[src/rtl/gpr_wb_ctrl.sv]
`default_nettype none
// ============================================================================
// Module      : gpr_wb_ctrl
// Description : Writeback controller that owns the single register-file
//               write port. Pipeline results are written one cycle after
//               they are presented. Long-latency results are buffered in a
//               small FIFO and drained whenever the pipeline leaves the
//               write port idle. A busy mask tracks destination registers
//               that still wait on a long-latency result.
//
// Ports       : clk, rst               clock, synchronous active-high reset
//               pipe_we/addr/data      main-pipeline writeback (always taken)
//               issue_valid/addr       long-latency issue (sets a busy bit)
//               ll_valid/ready/addr/data
//                                      long-latency result handshake
//               gpr_we/addr/data       registered register-file write port
//               busy_mask              registered outstanding-result mask
//
// Revision    : 1.0  initial release
// ============================================================================
module gpr_wb_ctrl #(
    parameter int DEPTH = 2
) (
    input  logic        clk,
    input  logic        rst,
    input  logic        pipe_we,
    input  logic [4:0]  pipe_addr,
    input  logic [31:0] pipe_data,
    input  logic        issue_valid,
    input  logic [4:0]  issue_addr,
    input  logic        ll_valid,
    output logic        ll_ready,
    input  logic [4:0]  ll_addr,
    input  logic [31:0] ll_data,
    output logic        gpr_we,
    output logic [4:0]  gpr_addr,
    output logic [31:0] gpr_data,
    output logic [31:0] busy_mask
);

    localparam int PTR_W = (DEPTH > 1) ? $clog2(DEPTH) : 1;
    localparam int CNT_W = $clog2(DEPTH + 1);

    localparam logic [CNT_W-1:0] c_depth    = CNT_W'(DEPTH);
    localparam logic [PTR_W-1:0] c_last_ptr = PTR_W'(DEPTH - 1);

    // FIFO storage and bookkeeping
    logic [4:0]       r_fifo_addr [DEPTH];
    logic [31:0]      r_fifo_data [DEPTH];
    logic [PTR_W-1:0] r_wr_ptr;
    logic [PTR_W-1:0] r_rd_ptr;
    logic [CNT_W-1:0] r_count;

    logic             w_push;
    logic             w_pop;
    logic             w_pipe_win;
    logic [4:0]       w_head_addr;
    logic [31:0]      w_head_data;
    logic [31:0]      w_set;
    logic [31:0]      w_clr;
    logic [PTR_W-1:0] w_wr_ptr_nxt;
    logic [PTR_W-1:0] w_rd_ptr_nxt;

    // Readiness depends on occupancy only, so a same-cycle pop never
    // opens a slot for a same-cycle push when the FIFO is full.
    assign ll_ready = !rst && (r_count < c_depth);

    assign w_head_addr = r_fifo_addr[r_rd_ptr];
    assign w_head_data = r_fifo_data[r_rd_ptr];

    always_comb begin
        w_push     = ll_valid && ll_ready;
        // A pipeline write to r0 is a no-op and must not steal the port.
        w_pipe_win = pipe_we && (pipe_addr != 5'd0);
        w_pop      = !w_pipe_win && (r_count != '0);

        // Explicit wrap keeps non-power-of-two depths correct.
        w_wr_ptr_nxt = (r_wr_ptr == c_last_ptr) ? '0 : r_wr_ptr + 1'b1;
        w_rd_ptr_nxt = (r_rd_ptr == c_last_ptr) ? '0 : r_rd_ptr + 1'b1;

        w_set = 32'b0;
        if (issue_valid && (issue_addr != 5'd0)) begin
            w_set[issue_addr] = 1'b1;
        end

        w_clr = 32'b0;
        if (w_pop && (w_head_addr != 5'd0)) begin
            w_clr[w_head_addr] = 1'b1;
        end
    end

    // Payload storage carries no reset; validity is tracked by r_count.
    always_ff @(posedge clk) begin
        if (w_push) begin
            r_fifo_addr[r_wr_ptr] <= ll_addr;
            r_fifo_data[r_wr_ptr] <= ll_data;
        end
    end

    always_ff @(posedge clk) begin
        if (rst) begin
            r_wr_ptr  <= '0;
            r_rd_ptr  <= '0;
            r_count   <= '0;
            gpr_we    <= 1'b0;
            gpr_addr  <= 5'd0;
            gpr_data  <= 32'd0;
            busy_mask <= 32'd0;
        end else begin
            if (w_push) begin
                r_wr_ptr <= w_wr_ptr_nxt;
            end
            if (w_pop) begin
                r_rd_ptr <= w_rd_ptr_nxt;
            end

            case ({w_push, w_pop})
                2'b10:   r_count <= r_count + 1'b1;
                2'b01:   r_count <= r_count - 1'b1;
                default: r_count <= r_count;
            endcase

            // A popped head addressed to r0 is discarded without a write.
            gpr_we <= w_pipe_win || (w_pop && (w_head_addr != 5'd0));
            if (w_pipe_win) begin
                gpr_addr <= pipe_addr;
                gpr_data <= pipe_data;
            end else if (w_pop) begin
                gpr_addr <= w_head_addr;
                gpr_data <= w_head_data;
            end

            // Set after clear: a re-issue on the popping edge keeps the bit.
            busy_mask <= (busy_mask & ~w_clr) | w_set;
        end
    end

endmodule
`default_nettype wire

[config.mk]
export PLATFORM = sky130hd
export DESIGN_NAME = gpr_wb_ctrl
export DESIGN_NICKNAME = d
export VERILOG_FILES = /design/src/rtl/gpr_wb_ctrl.sv
export SDC_FILE = /design/constraint.sdc
export NUM_CORES = 1
export LEC_CHECK = 0
export CAP_MARGIN = 25
export CORE_ASPECT_RATIO = 1.25
export CORE_UTILIZATION = 42
export DETAILED_ROUTE_END_ITERATION = 8
export PLACE_DENSITY_LB_ADDON = 0.12
export SLEW_MARGIN = 20
export SYNTH_ARGS = -nofsm -noshare
export SYNTH_HDL_FRONTEND = slang
export SYNTH_SLANG_ARGS = --single-unit
[constraint.sdc]
create_clock -name clk -period 3.2 [get_ports clk]
set_input_delay 0.64 -clock clk [delete_from_list [all_inputs] [get_ports clk]]
set_output_delay 0.64 -clock clk [all_outputs]
set_load 0.01 [all_outputs]
==> results by group <==
Min path
  – HP Class: reg2reg

Clock tree
  – Post-CTS Hold Fix Bufs: 0
  – CTS sink count: 149
  – CTS max path bufs: 2
  – Reg clk slew, reported paths: 0.06 ns
  – Cts bufs inserted: 17
  – Worst skew pair latency: 0.41 ns
  – Root Buffer Master: clkbuf_16
  – Post-CTS sizing: 0
  – CTS tree: built
  – H-tree Lvls: 4
  – Post-CTS Setup Bufs: 0

Logic synthesis
  – Yosys reg bits: 149
  – Synth top cells by count: nand2_1, dfxtp_1, edfxtp_1
  – Async set-reset flop share out of synthesis: 0
  – Unique cell type count in the Yosys netlist: 39
  – Mapped Area: 5980 um2
  – Synth top area share: 0.372
  – Top-count cell post-synth: nand2_1
  – Main area contributors after synthesis: edfxtp_1, dfxtp_1, nand2_1
  – Synth area leader: edfxtp_1
  – Cells after synthesis: 528
  – Syn avg cell area: 11.3 um2
  – Number of synthesized flops with an enable pin: 74
  – Synth Net Count: 613
  – Sequential area share after synthesis: 0.623
  – Main synth FF type: dfxtp_1
  – Synth warn: 0

Timing
  – WHS: 0.465 ns
  – Setup TNS: 0 ns
  – Max frequency: 456 MHz
  – Rel. slew slack: 0.458
  – RSZ-0062 raised after global routing: no
  – Tcrit/Tclk final: 0.685
  – Slew Limit Fails: 0
  – Skew final: 0.00817 ns
  – Worst slew pin tran: 0.813 ns
  – Hold Vio Cnt, Final: 0
  – Min cycle time layout: 2.19 ns
  – Setup ws final: 1.01 ns
  – Final setup viols: 0

Drt
  – Drt pass-1 iters: 4
  – Drt wl/cell: 16.9 um
  – Average vias per placed instance: 5.28
  – Initial DRC count: 169
  – Post-DRT Antenna Nets: 0
  – Total wire length: 14600 um
  – Vias: 4571
  – Drt drc: 0

Global route
  – Initial antenna violation count: 0
  – Largest net degree at the start of global routing: 76
  – Remaining Overflow, GRT: 0
  – First-pass GRT wire length: 22900 um
  – Number of global-route vias before repair: 4671
  – Total Routing Usage GR: 0.206

Floorplan
  – Top Ports: 155
  – Core region area: 13900 um2
  – Row Count: 48
  – Starting Density: 0.431
  – Die area: 14700 um2
  – Chip width: 109 um
  – Die height: 135 um

Status
  – Status: complete, no violations

Pwr
  – Leak: 0.00274 uW
  – Sequential share of power: 0.400
  – Total Power: 5730 uW
  – Power Internal: 4060 uW
  – Combinational Power Share: 0.254
  – Switching fraction of total power: 0.293
  – Pwr dens: 695 nW/um2
  – Switch Pwr: 1680 uW
  – VDD IR max: 0.363 mV
  – Clock share of power: 0.346

Cells and area
  – Area Growth Syn to Fin: 38.1%
  – NumNets Final: 763
  – Share of cells above drive strength 1: 0.0883
  – Inserted Diodes: 0

Setup path
  – Crit path DAT: 2.51 ns
  – Startpoint types: primary input
  – CP max FO: 8
  – Worst path required time: 3.52 ns
  – Crit. End Element: flop
  – Crit Path Class: in2reg

Flow run
  – Max_cap viols: 0

Place
  – HPWL Detailed: 10000 um
  – Input/output buffers: 154
  – Post-placement setup slack: 0.607 ns
  – Final GP Congestion: 0.834
[kinds of logic (layout without fill, tap and decap cells)]
kind of cell / Yosys count / in the layout / synth area share
flops: 149 / 149 / 0.623
fa+ha+maj: 1 / 1 / 0.00209
buf+inv: 36 / 199 / 0.0337
simple gates: 151 / 151 / 0.103
compound gates: 145 / 145 / 0.158
mux: 42 / 42 / 0.0747
xor+xnor: 4 / 4 / 0.00586
[power by group through the flow]
stage / registers [uW] / logic [uW] / clock network [uW]
6_report: 2290 / 1460 / 1980
5_1_grt: 2310 / 1600 / 2100
4_1_cts: 2290 / 1470 / 2020
3_5_place_dp: 2330 / 1460 / 0
3_3_place_gp: 2330 / 1440 / 0
2_1_floorplan: 2360 / 935 / 0
[critical path, stage by stage]
cell and delay [ns]:
clkdlybuf4s50_1 0.58, o21ba_2 0.21, a31oi_4 0.14, inv_1 0.07, ha_1 0.31, or3_1 0.38, a21oi_1 0.18
[sequential cells by signal, indices dropped and copies added (netlist names), named ones only]
name and cells:
gpr_addr 5, r_count 2, r_fifo_addr 10, gpr_we 1
r_fifo_data 64, r_wr_ptr 1, busy_mask 32, r_rd_ptr 1
gpr_data 32
[path summary, 6_finish.rpt]
| kind | from | endpoint | slack [ns] | cells past startpoint |
|---|---|---|---|---|
| worst min-delay path | busy_mask[0]$_SDFF_PP0_ | busy_mask[0]$_SDFF_PP0_ | 0.47 | 1 |
| worst min register to register | busy_mask[0]$_SDFF_PP0_ | busy_mask[0]$_SDFF_PP0_ | 0.47 | 1 |
| worst max register to register | flop | busy_mask[18]$_SDFF_PP0_ | 1.08 | 5 |
| worst max-delay path | pipe_we | r_count[1]$_SDFFE_PP0P_ | 1.01 | 7 |
[stage by stage]
stage | utilization | area, um2 | instances
3_5_place_dp | 0.552 | 7660 | 834
3_3_place_gp | 0.552 | 7660 | 834
6_report | 0.595 | 8260 | 866
5_1_grt | 0.595 | 8260 | 866
4_1_cts | 0.595 | 8260 | 866
2_1_floorplan | - | 5980 | 528
[routing by layer]
metal	global-route usage	part of all wire	up-vias
li1	-	-	2241
met1	0.231	0.40	2185
met2	0.361	0.53	129
met5	0	0	-
met3	0.0519	0.045	16
met4	0.102	0.018	0
[layout by cell type, fill, tap and decap left out, types with 3 or more instances in the layout]
cell type | netlist | layout
nor2b_1 | 3 | 3
edfxtp_1 | 74 | 74
bufinv_16 | 0 | 3
xor2_1 | 3 | 3
a21oi_1 | 70 | 70
nand3_1 | 5 | 5
clkinv_4 | 0 | 3
buf_4 | 7 | 10
o41ai_1 | 8 | 8
clkdlybuf4s50_1 | 0 | 153
dfxtp_1 | 75 | 74
mux2i_1 | 34 | 34
clkinv_2 | 0 | 3
a311oi_1 | 4 | 4
nor3_1 | 4 | 4
mux2_2 | 4 | 4
nand2_1 | 110 | 110
o31ai_1 | 19 | 19
o211ai_1 | 37 | 37
clkbuf_1 | 12 | 3
nor2_1 | 19 | 18
nand2b_1 | 3 | 3
clkbuf_16 | 0 | 17
[layout make-up]
type | instances | area [um2]
clock buffers | 20 | 437
fillers | 1204 | 5620
flip-flops and latches | 149 | 3720
repair buffers | 166 | 1650
multi-input cells | 343 | 2060
well taps | 175 | 219
inverters | 1 | 3.75
clock inverters | 12 | 155
(Power assumes the default switching activity.)
==> edit (config.mk and constraints unchanged) <==
Change the parameter `DEPTH` from 2 to 1.
--- a/src/rtl/gpr_wb_ctrl.sv
+++ b/src/rtl/gpr_wb_ctrl.sv
@@ -19,7 +19,7 @@
 // Revision    : 1.0  initial release
 // ============================================================================
 module gpr_wb_ctrl #(
-    parameter int DEPTH = 2
+    parameter int DEPTH = 1
 ) (
     input  logic        clk,
     input  logic        rst,
Function: changed (a bounded check fails within 4 cycles, from zero or initial values and one cycle with rst high).
==> edit against the unedited design <==
Wire length down 17%. Power down 38%. Synthesized area down 21%. Sequential cell count down 41. Worst setup slack worse by 0.47 ns. Design area down 20%. Global-route usage down 0.23 points. Critical path depth down 4.
==> edit: results (changes against the unedited design) <==
* Placed Cells incl. Taps at 694 (-17%)
* Leading post-synthesis cells by instance count: sky130_fd_sc_hd__nand2_1, sky130_fd_sc_hd__dfxtp_1, sky130_fd_sc_hd__edfxtp_1
* Number of enable-type register cells in the synthesized netlist at 37 (-50%)
* Routed wirelength normalized by instance count at 17.0 um (+1.0%)
* Registers with the most flip-flops: busy_mask: 32 flops, gpr_data: 32 flops, r_fifo_data: 32 flops
* Iter 0 DRT Violations at 192 (+14%)
* Area share of xor/xnor cells in the synthesized design at 0.186% (-0.40 points)
* Total GRT Usage at 20.4% (-0.23 points)
* Worst Path Max Fanout at 9 (+1)
* Latest clock arrival within the worst-skew pair at 0.34 ns (-0.07 ns)
* Synth Area in Adders at 0.266% (+0.057 points)
* Net count of the mapped netlist at 516 (-16%)
* Pin count of the biggest net entering global routing at 52 (-32%)
* Final Non-Filler Cells at 711 (-18%)
* Pin slew with the least headroom to its limit at 0.922 ns (+0.109 ns)
* H-tree level count at 3 (-1)
* Mapped Avg Cell Area at 10.9 um^2 (-3.6%)
* Total cell area at the placement stage at 6340 um^2 (-17%)
* Fin nets at 659 (-14%)
* Count of different cell masters after synthesis at 46 (+18%)
* Vias in the first global route at 3741 (-20%)
* DR pass1 iterations at 5 (+1)
* Proportion of layout cells with a drive suffix above 1 at 11.2% (+2.4 points)
* Total CTS buffers at 9 (-8)
* Highest ir drop seen on vdd at 0.311 mV (-14%)
* Global placement routability congestion at 0.857 (+2.7%)
* Multiplexer area fraction after synthesis at 15.3% (+7.8 points)
* Run status: completed
* Sequential fraction of the synthesis area at 53.8% (-8.5 points)
* Critical Path Max Stage Delay at 0.60 ns (+0.02 ns)
* DR vias/cell at 5.52 (+4.6%)
* Compound-gate portion of the synthesized area at 13.6% (-2.2 points)
* Length in cells of the worst reg-to-reg path at 4 (-1)
* Final HPWL from detailed placement at 8430 um (-16%)
* Arrival time at the worst endpoint at 2.02 ns (-0.49 ns)
edit: layer usage:
layer	track usage (%)	up-vias	wire (um)
li1	-	1885	-
met1	22.8	1837	4710
met2	34.7	175	5980
met3	7.05	29	1050
met4	9.79	0	363
met5	0	-	0
edit: final timing paths:
check	from	to	slack, ns
setup / recovery	rst	ll_ready	0.54
hold / removal	busy_mask[0]	busy_mask[0]	0.47
setup reg to reg	r_fifo_addr[0][0]	busy_mask[23]	1.35
hold reg to reg	busy_mask[0]	busy_mask[0]	0.47
edit: final cells by class:
cell class | count | share of cell area (%)
clock buffer | 11 | 3.51
clock inverter | 5 | 0.792
inverter | 4 | 0.226
multi-input combinational | 286 | 30.3
sequential | 108 | 38.2
tap | 132 | 2.49
timing repair buffer | 165 | 24.5
edit: report_power, final:
| group | internal (mW) | switching (mW) |
|---|---|---|
| sequential | 1.56 | 0.0858 |
| clock | 0.604 | 0.471 |
| combinational | 0.472 | 0.361 |
| total | 2.64 | 0.919 |
